[src/rtl/seq_detector_prog.sv]
// seq_detector_prog: serial pattern detector with run-time pattern, length and overlap mode
// Ports: clk; rst_n (async, active-low); data_valid/data_in (serial bit, accepted when valid);
// cfg_load latches cfg_pattern/cfg_len/cfg_overlap; pattern_found (registered match pulse);
// match_count (saturating, built only with SEQDET_MATCH_COUNT_EN, otherwise tied to 0).
module seq_detector_prog #(
  parameter int PAT_MAX = 8,
  parameter int LEN_W = $clog2(PAT_MAX + 1),
  parameter int CNT_W = 16,
  parameter logic [PAT_MAX-1:0] RST_PATTERN = PAT_MAX'(13),
  parameter logic [LEN_W-1:0] RST_LEN = LEN_W'(4),
  parameter logic RST_OVERLAP = 1'b1
) (
  input  logic               clk,
  input  logic               rst_n,
  input  logic               data_valid,
  input  logic               data_in,
  input  logic               cfg_load,
  input  logic [PAT_MAX-1:0] cfg_pattern,
  input  logic [LEN_W-1:0]   cfg_len,
  input  logic               cfg_overlap,
  output logic               pattern_found,
  output logic [CNT_W-1:0]   match_count
);
  localparam logic [LEN_W-1:0] LEN_MAX = LEN_W'(PAT_MAX);
  logic [PAT_MAX-1:0] pat_q, hist_q, hist_d, mask;
  logic [LEN_W-1:0] len_q, len_d, fill_q, fill_d;
  logic ovl_q, found_q, match;
  always_comb begin
    hist_d = {hist_q[PAT_MAX-2:0], data_in};
    fill_d = fill_q == LEN_MAX ? fill_q : fill_q + 1'b1;
    // keeps only the low len_q bits of the history for the compare
    mask = {PAT_MAX{1'b1}} >> (LEN_MAX - len_q);
    match = data_valid && len_q != '0 && fill_d >= len_q && ((hist_d ^ pat_q) & mask) == '0;
    len_d = cfg_len > LEN_MAX ? LEN_MAX : cfg_len;
  end
  always_ff @(posedge clk or negedge rst_n)
    if (!rst_n) begin
      pat_q   <= RST_PATTERN;
      len_q   <= RST_LEN;
      ovl_q   <= RST_OVERLAP;
      hist_q  <= '0;
      fill_q  <= '0;
      found_q <= 1'b0;
    end else if (cfg_load) begin
      pat_q   <= cfg_pattern;
      len_q   <= len_d;
      ovl_q   <= cfg_overlap;
      hist_q  <= '0;
      fill_q  <= '0;
      found_q <= 1'b0;
    end else begin
      found_q <= match;
      if (data_valid) begin
        hist_q <= hist_d;
        // non-overlap mode forgets the matching bits so the next match needs a fresh run
        fill_q <= match && !ovl_q ? '0 : fill_d;
      end
    end
  assign pattern_found = found_q;
`ifdef SEQDET_MATCH_COUNT_EN
  logic [CNT_W-1:0] cnt_q;
  always_ff @(posedge clk or negedge rst_n)
    if (!rst_n) cnt_q <= '0;
    else if (cfg_load) cnt_q <= '0;
    else if (match && cnt_q != '1) cnt_q <= cnt_q + 1'b1;
  assign match_count = cnt_q;
`else
  assign match_count = '0;
`endif
endmodule

[config.mk]
export PLATFORM = sky130hd
export DESIGN_NAME = seq_detector_prog
export DESIGN_NICKNAME = d
export VERILOG_FILES = /design/src/rtl/seq_detector_prog.sv
export SDC_FILE = /design/constraint.sdc
export NUM_CORES = 1
export LEC_CHECK = 0
export ABC_AREA = 1
export CORE_ASPECT_RATIO = 1.5
export CORE_MARGIN = 4
export CORE_UTILIZATION = 47
export CTS_CLUSTER_SIZE = 14
export DETAILED_ROUTE_END_ITERATION = 8
export HOLD_SLACK_MARGIN = 0.15
export PLACE_DENSITY = 0.79
export SLEW_MARGIN = 20
export SYNTH_ARGS = -nofsm -noshare
export SYNTH_HDL_FRONTEND = slang
export SYNTH_SLANG_ARGS = --single-unit
[constraint.sdc]
create_clock -name clk -period 5.49 [get_ports clk]
set_clock_uncertainty 0.05 [all_clocks]
set_input_delay 1.3725 -clock clk [delete_from_list [all_inputs] [get_ports clk]]
set_output_delay 1.3725 -clock clk [all_outputs]
set_load 0.02 [all_outputs]
==> results of run 1 <==
layer usage:
metal | track usage | vias to the layer above | routed length (um)
met5 | 0 | - | 0
met4 | 0.0648 | 0 | 31
met2 | 0.255 | 18 | 1550
met3 | 0.0230 | 4 | 90
li1 | - | 598 | -
met1 | 0.156 | 537 | 1090
power by group:
| part | switching, mW | internal, mW |
|---|---|---|
| combinational | 0.0580 | 0.0373 |
| clock | 0.0557 | 0.0512 |
| sequential | 0.00837 | 0.198 |
| total | 0.122 | 0.286 |
through the flow:
| step | setup WS, ns | cells | utilization | area (um2) | hold WS (ns) |
|---|---|---|---|---|---|
| after global placement | 2.33 | 247 | 0.535 | 1690 | 0.416 |
| final | 2.58 | 251 | 0.549 | 1730 | 0.431 |
| after global routing | 2.42 | 251 | 0.549 | 1730 | 0.476 |
| after detailed placement | 2.26 | 247 | 0.535 | 1690 | 0.425 |
| after floorplan | 3.35 | 207 | - | 1590 | 0.399 |
| after CTS | 2.55 | 251 | 0.550 | 1740 | 0.438 |
area by class of cell:
class	count	share of cell area
clock buffer	3	0.0238
clock inverter	1	0.00433
inverter	28	0.0607
multi-input combinational	136	0.417
sequential	25	0.365
tap	40	0.0289
timing repair buffer	18	0.101
worst reg2reg max path: cells and delay by family, from the launching register on:
family,cells,cell delay [ns]
flops,1,0.43
xor+xnor,1,0.16
fa+ha+maj,2,0.38
simple gates,8,0.59
buf+inv,2,0.16
compound gates,1,0.13
worst min path at each step:
stage                to     start  slack, ns  cells past startpoint
2_1_floorplan  pat_q[2]  pat_q[2]       0.40                      2
3_3_place_gp   pat_q[0]  pat_q[0]       0.42                      2
3_5_place_dp   pat_q[0]  pat_q[0]       0.43                      2
4_1_cts        pat_q[0]  pat_q[0]       0.44                      2
5_1_grt        pat_q[0]  pat_q[0]       0.48                      2
6_report       pat_q[0]  pat_q[0]       0.43                      2
sequential cells by signal, indices dropped and copies added, names as in the netlist:
name           flops
ovl_q              1
pattern_found      1
fill_q             4
pat_q              8
hist_q             7
len_q              4
cells in the final DEF (no fill, tap or decap), types with 5 or more instances in the layout:
cell type	count
nand3_1	12
conb_1	16
dfstp_2	5
clkdlybuf4s50_1	17
o22ai_1	5
nand2_1	56
inv_1	23
xor2_1	5
o21ai_0	6
nor2_1	11
ha_1	9
inv_2	5
dfrtp_1	20
logic make-up after synthesis:
logic type | synth area share
AND/OR/NAND/NOR | 0.242
buffers and inverters | 0.153
flip-flops | 0.413
AO/OA/AOI/OAI | 0.0613
adder cells (fa/ha/maj) | 0.0735
XOR/XNOR | 0.0556
other | 0.00245
==> summary.txt, run 1 <==
CP most frequent cell = nand2_1
Synth Register Bits = 25
n_diodes = 0
die area = 0.00425 mm2
Yosys top cell by area = dfrtp_1
Synth Flop Type = dfrtp_1
RSZ-0062 raised after global routing = false
H-tree Lvls = 1
Max FO, Critical Path = 18
Setup CP Type = in -> reg
gr usage total = 0.143
Post-synth EDFFs = 0
Synth area leaders = dfrtp_1 33%, nand2_1 14%, dfstp_2 8.6%
mapped cell area = 0.00153 mm2
Reg-to-Reg Start = fill_q[0]
DR WL/cell = 11.0 um
# resized after CTS = 0
total of max-cap violations = 0
area of the multi-input gates = 722 um2
post-route ant nets = 0
post-synthesis area per instance = 7.98 um2
CTS clk-pin slew, worst paths = 0.09 ns
GPL Wtd Cong = 0.887
worst hold-check path type = reg -> reg
CP Launch Type = input pin
nets = 239
Longest Clk Path Bufs = 2
port bufs = 18
dpl hpwl = 2210 um
outcome = completed
pin count of the biggest net entering global routing = 26
Yosys top cell area share = 0.327
First-pass DRT Iterations = 4
initial antenna violation count = 0
first-pass GRT wire length = 4510 um
crit path from = cfg_load
max_slew headroom = 0.559
Tot Pwr = 0.408 mW
Yosys warnings = 0
CTS root buf = clkbuf_8
crit path DAT = 3.02 ns
Clk Latency, worst-skew pair = 0.26 ns
number of fill cells in the layout = 325
ys async rst share = 1.00
Setup crit end = fill_q[3]
CTS Buf Count = 3
Crit path max-delay family = buffers and inverters
Slew Limit Fails = 0
number of hold buffers added after CTS = 0
setup TNS = 0 ns
critical path depth = 6
Area growth syn-to-layout = 13.2%
global route total overflow = 0
Post-route DRC = 0
Seq/Total Area, Yosys = 0.413
Initial Utilization = 0.485
Setup Viol. Count Final = 0
count of cell types in the netlist = 25
Register Area = 632 um2
CP max stage delay = 0.89 ns
crit path max-delay cell type = clkdlybuf4s50_1
Bufs and invs on worst path = 2
Worst-Margin Slew = 0.660 ns
leakage power = 0.894 nW
share of post-route cells with drive strength above 1 = 0.109
Vias per Instance = 4.61
CTS tree = done
Die X = 54.6 um
setup repair bufs after CTS = 0
crit share post-route = 0.530
Pwr per Cell Area = 236 mW/mm2
required time worst endpoint = 5.60 ns
number of DRC markers in iteration 0 = 16
worst-case reg-to-reg path depth = 14
FP Rows = 25
Synth top cells by count = 56 x nand2_1, 23 x inv_1, 20 x dfrtp_1
R2R Setup Slk = 3.48 ns
Tmin final = 2.91 ns
Final Hold Viols = 0
routed vias = 1157
drt total wl = 2760 um
count leader, synth = nand2_1
Core Region = 0.00316 mm2
vias in the first global route = 1118
Gate Count Post-Synth = 192
Die H = 77.9 um
CP cell instances = clkdlybuf4s50_1, inv_2, nand2_1, nor2_1, nand2_1, nand2_1
critical path endpoint category = register
number of primary I/O pins = 35
Max IR drop VDD = 170 uV
clk sinks = 25
Max Clk Rate = 343 MHz
reg2reg end = fill_q[3]
No activity file was read; power rests on OpenSTA's default activity.
==> inputs of run 2 (changes only) <==
--- a/config.mk
+++ b/config.mk
@@ -8,7 +8,7 @@
 export ABC_AREA = 1
 export CORE_ASPECT_RATIO = 1.5
 export CORE_MARGIN = 4
-export CORE_UTILIZATION = 47
+export CORE_UTILIZATION = 45
 export CTS_CLUSTER_SIZE = 14
 export DETAILED_ROUTE_END_ITERATION = 8
 export HOLD_SLACK_MARGIN = 0.15
==> constraint.sdc (replaced) <==
create_clock -name clk -period 2.6 [get_ports clk]
set_clock_uncertainty 0.05 [all_clocks]
set_input_delay 0.65 -clock clk [delete_from_list [all_inputs] [get_ports clk]]
set_output_delay 0.65 -clock clk [all_outputs]
set_load 0.02 [all_outputs]
==> run 2 against run 1 <==
First-iteration DRC count down 25%. Non-clock buffer count rose by 2. Critical path depth increased by 7. Critical endpoint is now fill_q[0]. Largest cell class unchanged.
==> summary.txt, run 2 (same netlist as run 1, synthesis figures left out) <==
pin count of the biggest net entering global routing = 26 (unchanged)
number of hold buffers added after CTS = 0 (unchanged)
Core Region = 0.00322 mm2 (was 0.00316 mm2)
placed instance area = 0.00170 mm2 (was 0.00169 mm2)
outcome = completed (unchanged)
CTS root buf = clkbuf_8 (unchanged)
post-route insts no fill = 253 (was 251)
clock share of power = 0.264 (was 0.262)
Max Clk Rate = 492 MHz
share of post-route cells with drive strength above 1 = 0.108 (was 0.109)
Area growth syn-to-layout = 14.2% (was 13.2%)
GRT busiest layer = met2 (unchanged)
FP Rows = 25 (unchanged)
CP Launch Type = register (was input pin)
crit share post-route = 0.781
routed vias = 1174 (was 1157)
Seq pwr share = 0.501 (was 0.504)
met3 usage = 0.0275 (was 0.0230)
M1 GR Usage = 0.132 (was 0.156)
crit path max-delay cell type = dfrtp_1 (was clkdlybuf4s50_1)
n_diodes = 0 (unchanged)
CTS Buf Count = 3 (unchanged)
die area = 0.00442 mm2 (was 0.00425 mm2)
RSZ-0062 raised after global routing = false (unchanged)
number of primary I/O pins = 35 (unchanged)
global route total overflow = 0 (unchanged)
Setup CP Type = reg -> reg (was in -> reg)
gr usage total = 0.144 (was 0.143)
crit path DAT = 2.15 ns (was 3.02 ns)
Logic pwr share = 0.234 (was 0.233)
Post-route DRC = 0 (unchanged)
# resized after CTS = 0 (unchanged)
Tmin final = 2.03 ns
Slew Limit Fails = 0 (unchanged)
crit path setup slack, layout = 0.568 ns (was 2.58 ns)
CP cell instances = inv_1, ha_1, nand2_1, nand3_1, o21ai_0, ha_1, nand4_1, nand3_1, nand3_1, inv_2, nand3_4, nand2_1, nand2_1 (was clkdlybuf4s50_1, inv_2, nand2_1, nor2_1, nand2_1, nand2_1)
internal power = 0.608 mW (was 0.286 mW)
first-pass GRT wire length = 4960 um (was 4510 um)
dpl cells = 249 (was 247)
Reg-to-Reg Start = fill_q[0] (unchanged)
dpl hpwl = 2270 um (was 2210 um)
design area = 0.00175 mm2 (was 0.00173 mm2)
Vias per Instance = 4.64 (was 4.61)
worst slack, placed = 0.574 ns (was 2.26 ns)
port bufs = 18 (unchanged)
Max FO, Critical Path = 5 (was 18)
nets = 241 (was 239)
Clk Latency, worst-skew pair = 0.27 ns (was 0.26 ns)
setup TNS = 0 ns (unchanged)
clk sinks = 25 (unchanged)
Tot Pwr = 0.868 mW (was 0.408 mW)
Max IR drop VDD = 315 uV (was 170 uV)
Final Core Density = 0.543 (was 0.549)
Final Hold Viols = 0 (unchanged)
First-pass DRT Iterations = 2 (was 4)
Pwr per Cell Area = 496 mW/mm2 (was 236 mW/mm2)
Sw Ratio = 0.300 (was 0.299)
required time worst endpoint = 2.72 ns (was 5.60 ns)
GPL Wtd Cong = 0.827 (was 0.887)
number of DRC markers in iteration 0 = 12 (was 16)
max FFs per register = 8 (unchanged)
post-route ant nets = 0 (unchanged)
Crit path max-delay family = simple AND/OR/NAND/NOR gates (was buffers and inverters)
number of fill cells in the layout = 311 (was 325)
H-tree Lvls = 1 (unchanged)
leakage power = 0.905 nW (was 0.894 nW)
CP max stage delay = 0.44 ns (was 0.89 ns)
largest register by flop count = pat_q (unchanged)
Die X = 55.6 um (was 54.6 um)
total of max-cap violations = 0 (unchanged)
DR WL/cell = 11.3 um (was 11.0 um)
sw power = 0.260 mW (was 0.122 mW)
Die H = 79.5 um (was 77.9 um)
met2 Usage GRT = 0.294 (was 0.255)
setup repair bufs after CTS = 0 (unchanged)
CTS tree = done (unchanged)
highest-count cells in the layout ignoring fill and taps = 56 x nand2_1, 23 x inv_1, 20 x dfrtp_1, 18 x clkdlybuf4s50_1, 16 x conb_1 (was 56 x nand2_1, 23 x inv_1, 20 x dfrtp_1, 17 x clkdlybuf4s50_1, 16 x conb_1)
Initial Utilization = 0.475 (was 0.485)
min-delay src = pat_q[2] (was pat_q[0])
most common cell after layout, fill and taps aside = nand2_1 (unchanged)
Bufs and invs on worst path = 2 (unchanged)
initial antenna violation count = 0 (unchanged)
CTS clk-pin slew, worst paths = 0.09 ns (about the same)
crit path from = fill_q[0] (was cfg_load)
vias in the first global route = 1195 (was 1118)
worst hold-check path type = reg -> reg (unchanged)
drt total wl = 2850 um (was 2760 um)
largest registers = pat_q x8, hist_q x7 (unchanged)
critical path endpoint category = register (unchanged)
Hold WS = 0.439 ns (was 0.431 ns)
Setup Viol. Count Final = 0 (unchanged)
Longest Clk Path Bufs = 2 (unchanged)
[run 2: cell count changes in the layout (fill, tap and decap cells not counted)]
cell / delta
clkbuf_1: +1
clkdlybuf4s50_1: +1
buf_4: +2
clkinvlp_4: -1
buf_2: -1
[run 2: path summary, 6_finish.rpt]
path                             end  slack, ns  depth (start not counted)
hold / removal              pat_q[2]       0.44                          2
min in group asynchronous   len_q[1]       0.69                          2
hold reg to reg             pat_q[2]       0.44                          2
setup reg to reg           fill_q[0]       0.57                         13
setup / recovery           fill_q[0]       0.57                         13
max in group asynchronous   pat_q[0]       1.51                          2
[run 2: worst min-delay path: stages, from the launching register on]
cell and delay [ns]:
dfstp_2 0.38, nand2_1 0.06, nand2_1 0.05
[run 2: layout make-up]
| class | count | area [um2] | share of cell area |
|---|---|---|---|
| Multi-Input combinational cell | 136 | 722 | 0.413 |
| Sequential cell | 25 | 632 | 0.361 |
| Inverter | 28 | 105 | 0.0601 |
| Tap cell | 40 | 50.0 | 0.0286 |
| Timing Repair Buffer | 20 | 195 | 0.112 |
| Clock buffer | 4 | 45.0 | 0.0258 |
[run 2: layer usage]
metal | routed length, um | up-vias
li1 | - | 604
met2 | 1590 | 27
met3 | 142 | 9
met5 | 0 | -
met1 | 1030 | 534
met4 | 86 | 0
[run 2: power by group through the flow]
stage	Combinational (mW)	Clock [mW]	Sequential, mW
2_1_floorplan	0.159	0	0.440
3_3_place_gp	0.201	0	0.442
3_5_place_dp	0.204	0	0.443
4_1_cts	0.205	0.234	0.436
5_1_grt	0.234	0.251	0.438
6_report	0.203	0.230	0.435
==> inputs of run 3 (changes only) <==
==> constraint.sdc (replaced) <==
create_clock -name clk -period 1.8 [get_ports clk]
set_clock_uncertainty 0.05 [all_clocks]
set_input_delay 0.45 -clock clk [delete_from_list [all_inputs] [get_ports clk]]
set_output_delay 0.45 -clock clk [all_outputs]
set_load 0.02 [all_outputs]
==> run 3 against run 2 <==
The flow now finishes with violations (negative setup slack). Sequential power is 45% higher. Cell area increased by 11%. Combinational power rose by 77%. Register-to-register slack got worse by 0.70 ns. Core utilization increased by 5.7 points.
==> summary.txt, run 3 (same netlist as run 1, synthesis figures left out) <==
dpl cells = 257 (was 249)
sw power = 0.413 mW (was 0.260 mW)
die area = 0.00442 mm2 (unchanged)
Max Clk Rate = 519 MHz (was 492 MHz)
nets = 253 (was 241)
Final Hold Viols = 0 (unchanged)
post-route ant nets = 0 (unchanged)
initial antenna violation count = 0 (unchanged)
leakage power = 0.979 nW (was 0.905 nW)
Register Area = 633 um2 (was 632 um2)
outcome = finished with violations (was completed)
CTS Buf Count = 3 (unchanged)
number of primary I/O pins = 35 (unchanged)
vias in the first global route = 1315 (was 1195)
Setup CP Type = reg -> reg (unchanged)
Seq pwr share = 0.473 (was 0.501)
required time worst endpoint = 1.93 ns (was 2.72 ns)
most common cell after layout, fill and taps aside = nand2_1 (unchanged)
Core Region = 0.00322 mm2 (unchanged)
GPL Wtd Cong = 0.865 (was 0.827)
clk sinks = 25 (unchanged)
Vias per Instance = 4.63 (was 4.64)
drt total wl = 3080 um (was 2850 um)
clock share of power = 0.258 (was 0.264)
Initial Utilization = 0.475 (unchanged)
port bufs = 18 (unchanged)
number of hold buffers added after CTS = 0 (unchanged)
H-tree Lvls = 1 (unchanged)
CP cell instances = inv_2, ha_4, nand2_4, nor2_4, xor2_2, ha_2, o21bai_1, nand3_1, nand3_2, nand3_2, inv_2, nand3_4, nand2_2, nand2_2 (was inv_1, ha_1, nand2_1, nand3_1, o21ai_0, ha_1, nand4_1, nand3_1, nand3_1, inv_2, nand3_4, nand2_1, nand2_1)
largest register by flop count = pat_q (unchanged)
Slew Limit Fails = 0 (unchanged)
R2R Setup Slk = -0.13 ns (was 0.57 ns)
worst hold-check path type = reg -> reg (unchanged)
Tmin final = 1.93 ns (was 2.03 ns)
Sw Ratio = 0.311 (was 0.300)
global route total overflow = 0 (unchanged)
dpl hpwl = 2410 um (was 2270 um)
Die H = 79.5 um (unchanged)
min-delay src = pat_q[2] (unchanged)
Hold WS = 0.424 ns (was 0.439 ns)
Max IR drop VDD = 596 uV (was 315 uV)
total of max-cap violations = 0 (unchanged)
GRT busiest layer = met2 (unchanged)
max FFs per register = 8 (unchanged)
Hold Path End = pat_q[2] (unchanged)
worst-case reg-to-reg path depth = 14 (was 13)
critical path endpoint category = register (unchanged)
share of post-route cells with drive strength above 1 = 0.249 (was 0.108)
DR WL/cell = 11.6 um (was 11.3 um)
Post-route DRC = 0 (unchanged)
number of DRC markers in iteration 0 = 37 (was 12)
FP Rows = 25 (unchanged)
number of fill cells in the layout = 297 (was 311)
met3 usage = 0.0227 (was 0.0275)
crit path max-delay cell type = dfrtp_1 (unchanged)
Logic pwr share = 0.269 (was 0.234)
post-route insts no fill = 265 (was 253)
Max FO, Critical Path = 4 (was 5)
largest registers = pat_q x8, hist_q x7 (unchanged)
reg2reg end = fill_q[1] (was fill_q[0])
Reg-to-Reg Start = fill_q[1] (was fill_q[0])
crit share post-route = 1.07 (was 0.781)
area of the multi-input gates = 812 um2 (was 722 um2)
Setup Viol. Count Final = 5 (was 0)
crit path DAT = 2.06 ns (was 2.15 ns)
Pwr per Cell Area = 688 mW/mm2 (was 496 mW/mm2)
gr usage total = 0.155 (was 0.144)
CTS clk-pin slew, worst paths = 0.09 ns (about the same)
Clk Latency, worst-skew pair = 0.28 ns (was 0.27 ns)
CTS root buf = clkbuf_8 (unchanged)
First-pass DRT Iterations = 4 (was 2)
routed vias = 1226 (was 1174)
CP max stage delay = 0.43 ns (was 0.44 ns)
pin count of the biggest net entering global routing = 26 (unchanged)
met2 Usage GRT = 0.299 (was 0.294)
Die X = 55.6 um (unchanged)
violated checks = negative setup slack
internal power = 0.917 mW (was 0.608 mW)
M1 GR Usage = 0.153 (was 0.132)
n_diodes = 0 (unchanged)
CTS tree = done (unchanged)
WHS Path Cells = 2 (unchanged)
highest-count cells in the layout ignoring fill and taps = 49 x nand2_1, 21 x inv_1, 19 x dfrtp_1, 18 x clkdlybuf4s50_1, 16 x conb_1 (was 56 x nand2_1, 23 x inv_1, 20 x dfrtp_1, 18 x clkdlybuf4s50_1, 16 x conb_1)
Longest Clk Path Bufs = 2 (unchanged)
RSZ-0062 raised after global routing = true (was false)
crit path setup slack, layout = -0.127 ns (was 0.568 ns)
Area growth syn-to-layout = 26.3% (was 14.2%)
first-pass GRT wire length = 5350 um (was 4960 um)
CP Launch Type = register (unchanged)
## run 3: cell count changes in the layout (fill, tap and decap cells not counted), moves of 2 or more
cell and change:
buf_4 +12, nand2_1 -7, nand2_2 +6, ha_1 -3, ha_4 +2, inv_1 -2
inv_2 +2, nand3_1 -2, nand3_2 +2, xor2_1 -2, xor2_2 +2
## run 3: worst max-delay path, delay by kind of cell (launching register included)
kind | cells | cell delay, ns
compound gates | 1 | 0.13
simple gates | 8 | 0.59
xor+xnor | 1 | 0.15
fa+ha+maj | 2 | 0.34
flops | 1 | 0.43
buf+inv | 2 | 0.15
## run 3: area by class of cell
class,count,share of cell area
Clock buffer,3,0.0213
Clock inverter,1,0.00388
Inverter,28,0.0543
Multi-Input combinational cell,136,0.420
Sequential cell,25,0.327
Tap cell,40,0.0259
Timing Repair Buffer,32,0.147
## run 3: metal layers
metal | vias to the layer above | wire length, um | part of all wire
li1 | 627 | - | -
met1 | 559 | 1120 | 0.36
met2 | 27 | 1700 | 0.55
met3 | 13 | 113 | 0.037
met4 | 0 | 142 | 0.046
met5 | - | 0 | 0
## run 3: timing repair
item	in CTS	in global routing
setup buffers	2	2
endpoints found under the setup margin	5	5
resized for setup	7	16
pin swaps	4	15
hold endpoints to repair	0	0
gates cloned	0	0
## run 3: power by group through the flow
| stage | Clock [mW] | Sequential [mW] | Combinational [mW] |
|---|---|---|---|
| 2_1_floorplan | 0 | 0.635 | 0.230 |
| 3_3_place_gp | 0 | 0.637 | 0.302 |
| 3_5_place_dp | 0 | 0.639 | 0.312 |
| 4_1_cts | 0.350 | 0.629 | 0.338 |
| 5_1_grt | 0.371 | 0.633 | 0.409 |
| 6_report | 0.343 | 0.629 | 0.359 |
## run 3: how the worst max path moves through the flow
stage	from	end	slack, ns	cells past startpoint
floorplan	fill_q[0]	fill_q[0]	0.002	14
global placement	fill_q[0]	fill_q[3]	-0.08	13
detailed placement	fill_q[0]	fill_q[3]	-0.13	12
CTS	fill_q[1]	fill_q[0]	-0.09	14
global route	fill_q[1]	fill_q[2]	-0.28	14
finish	fill_q[1]	fill_q[1]	-0.13	14
## run 3: through the flow
stage | instance area, um2 | total power, mW | util | setup WS [ns] | TNS [ns]
after floorplan | 1590 | 0.865 | - | 0.00165 | 0
after global placement | 1760 | 0.939 | 0.548 | -0.0820 | -0.339
after detailed placement | 1760 | 0.951 | 0.548 | -0.130 | -0.551
after CTS | 1860 | 1.32 | 0.577 | -0.0912 | -0.345
after global routing | 1930 | 1.41 | 0.600 | -0.277 | -1.31
final | 1930 | 1.33 | 0.600 | -0.127 | -0.604
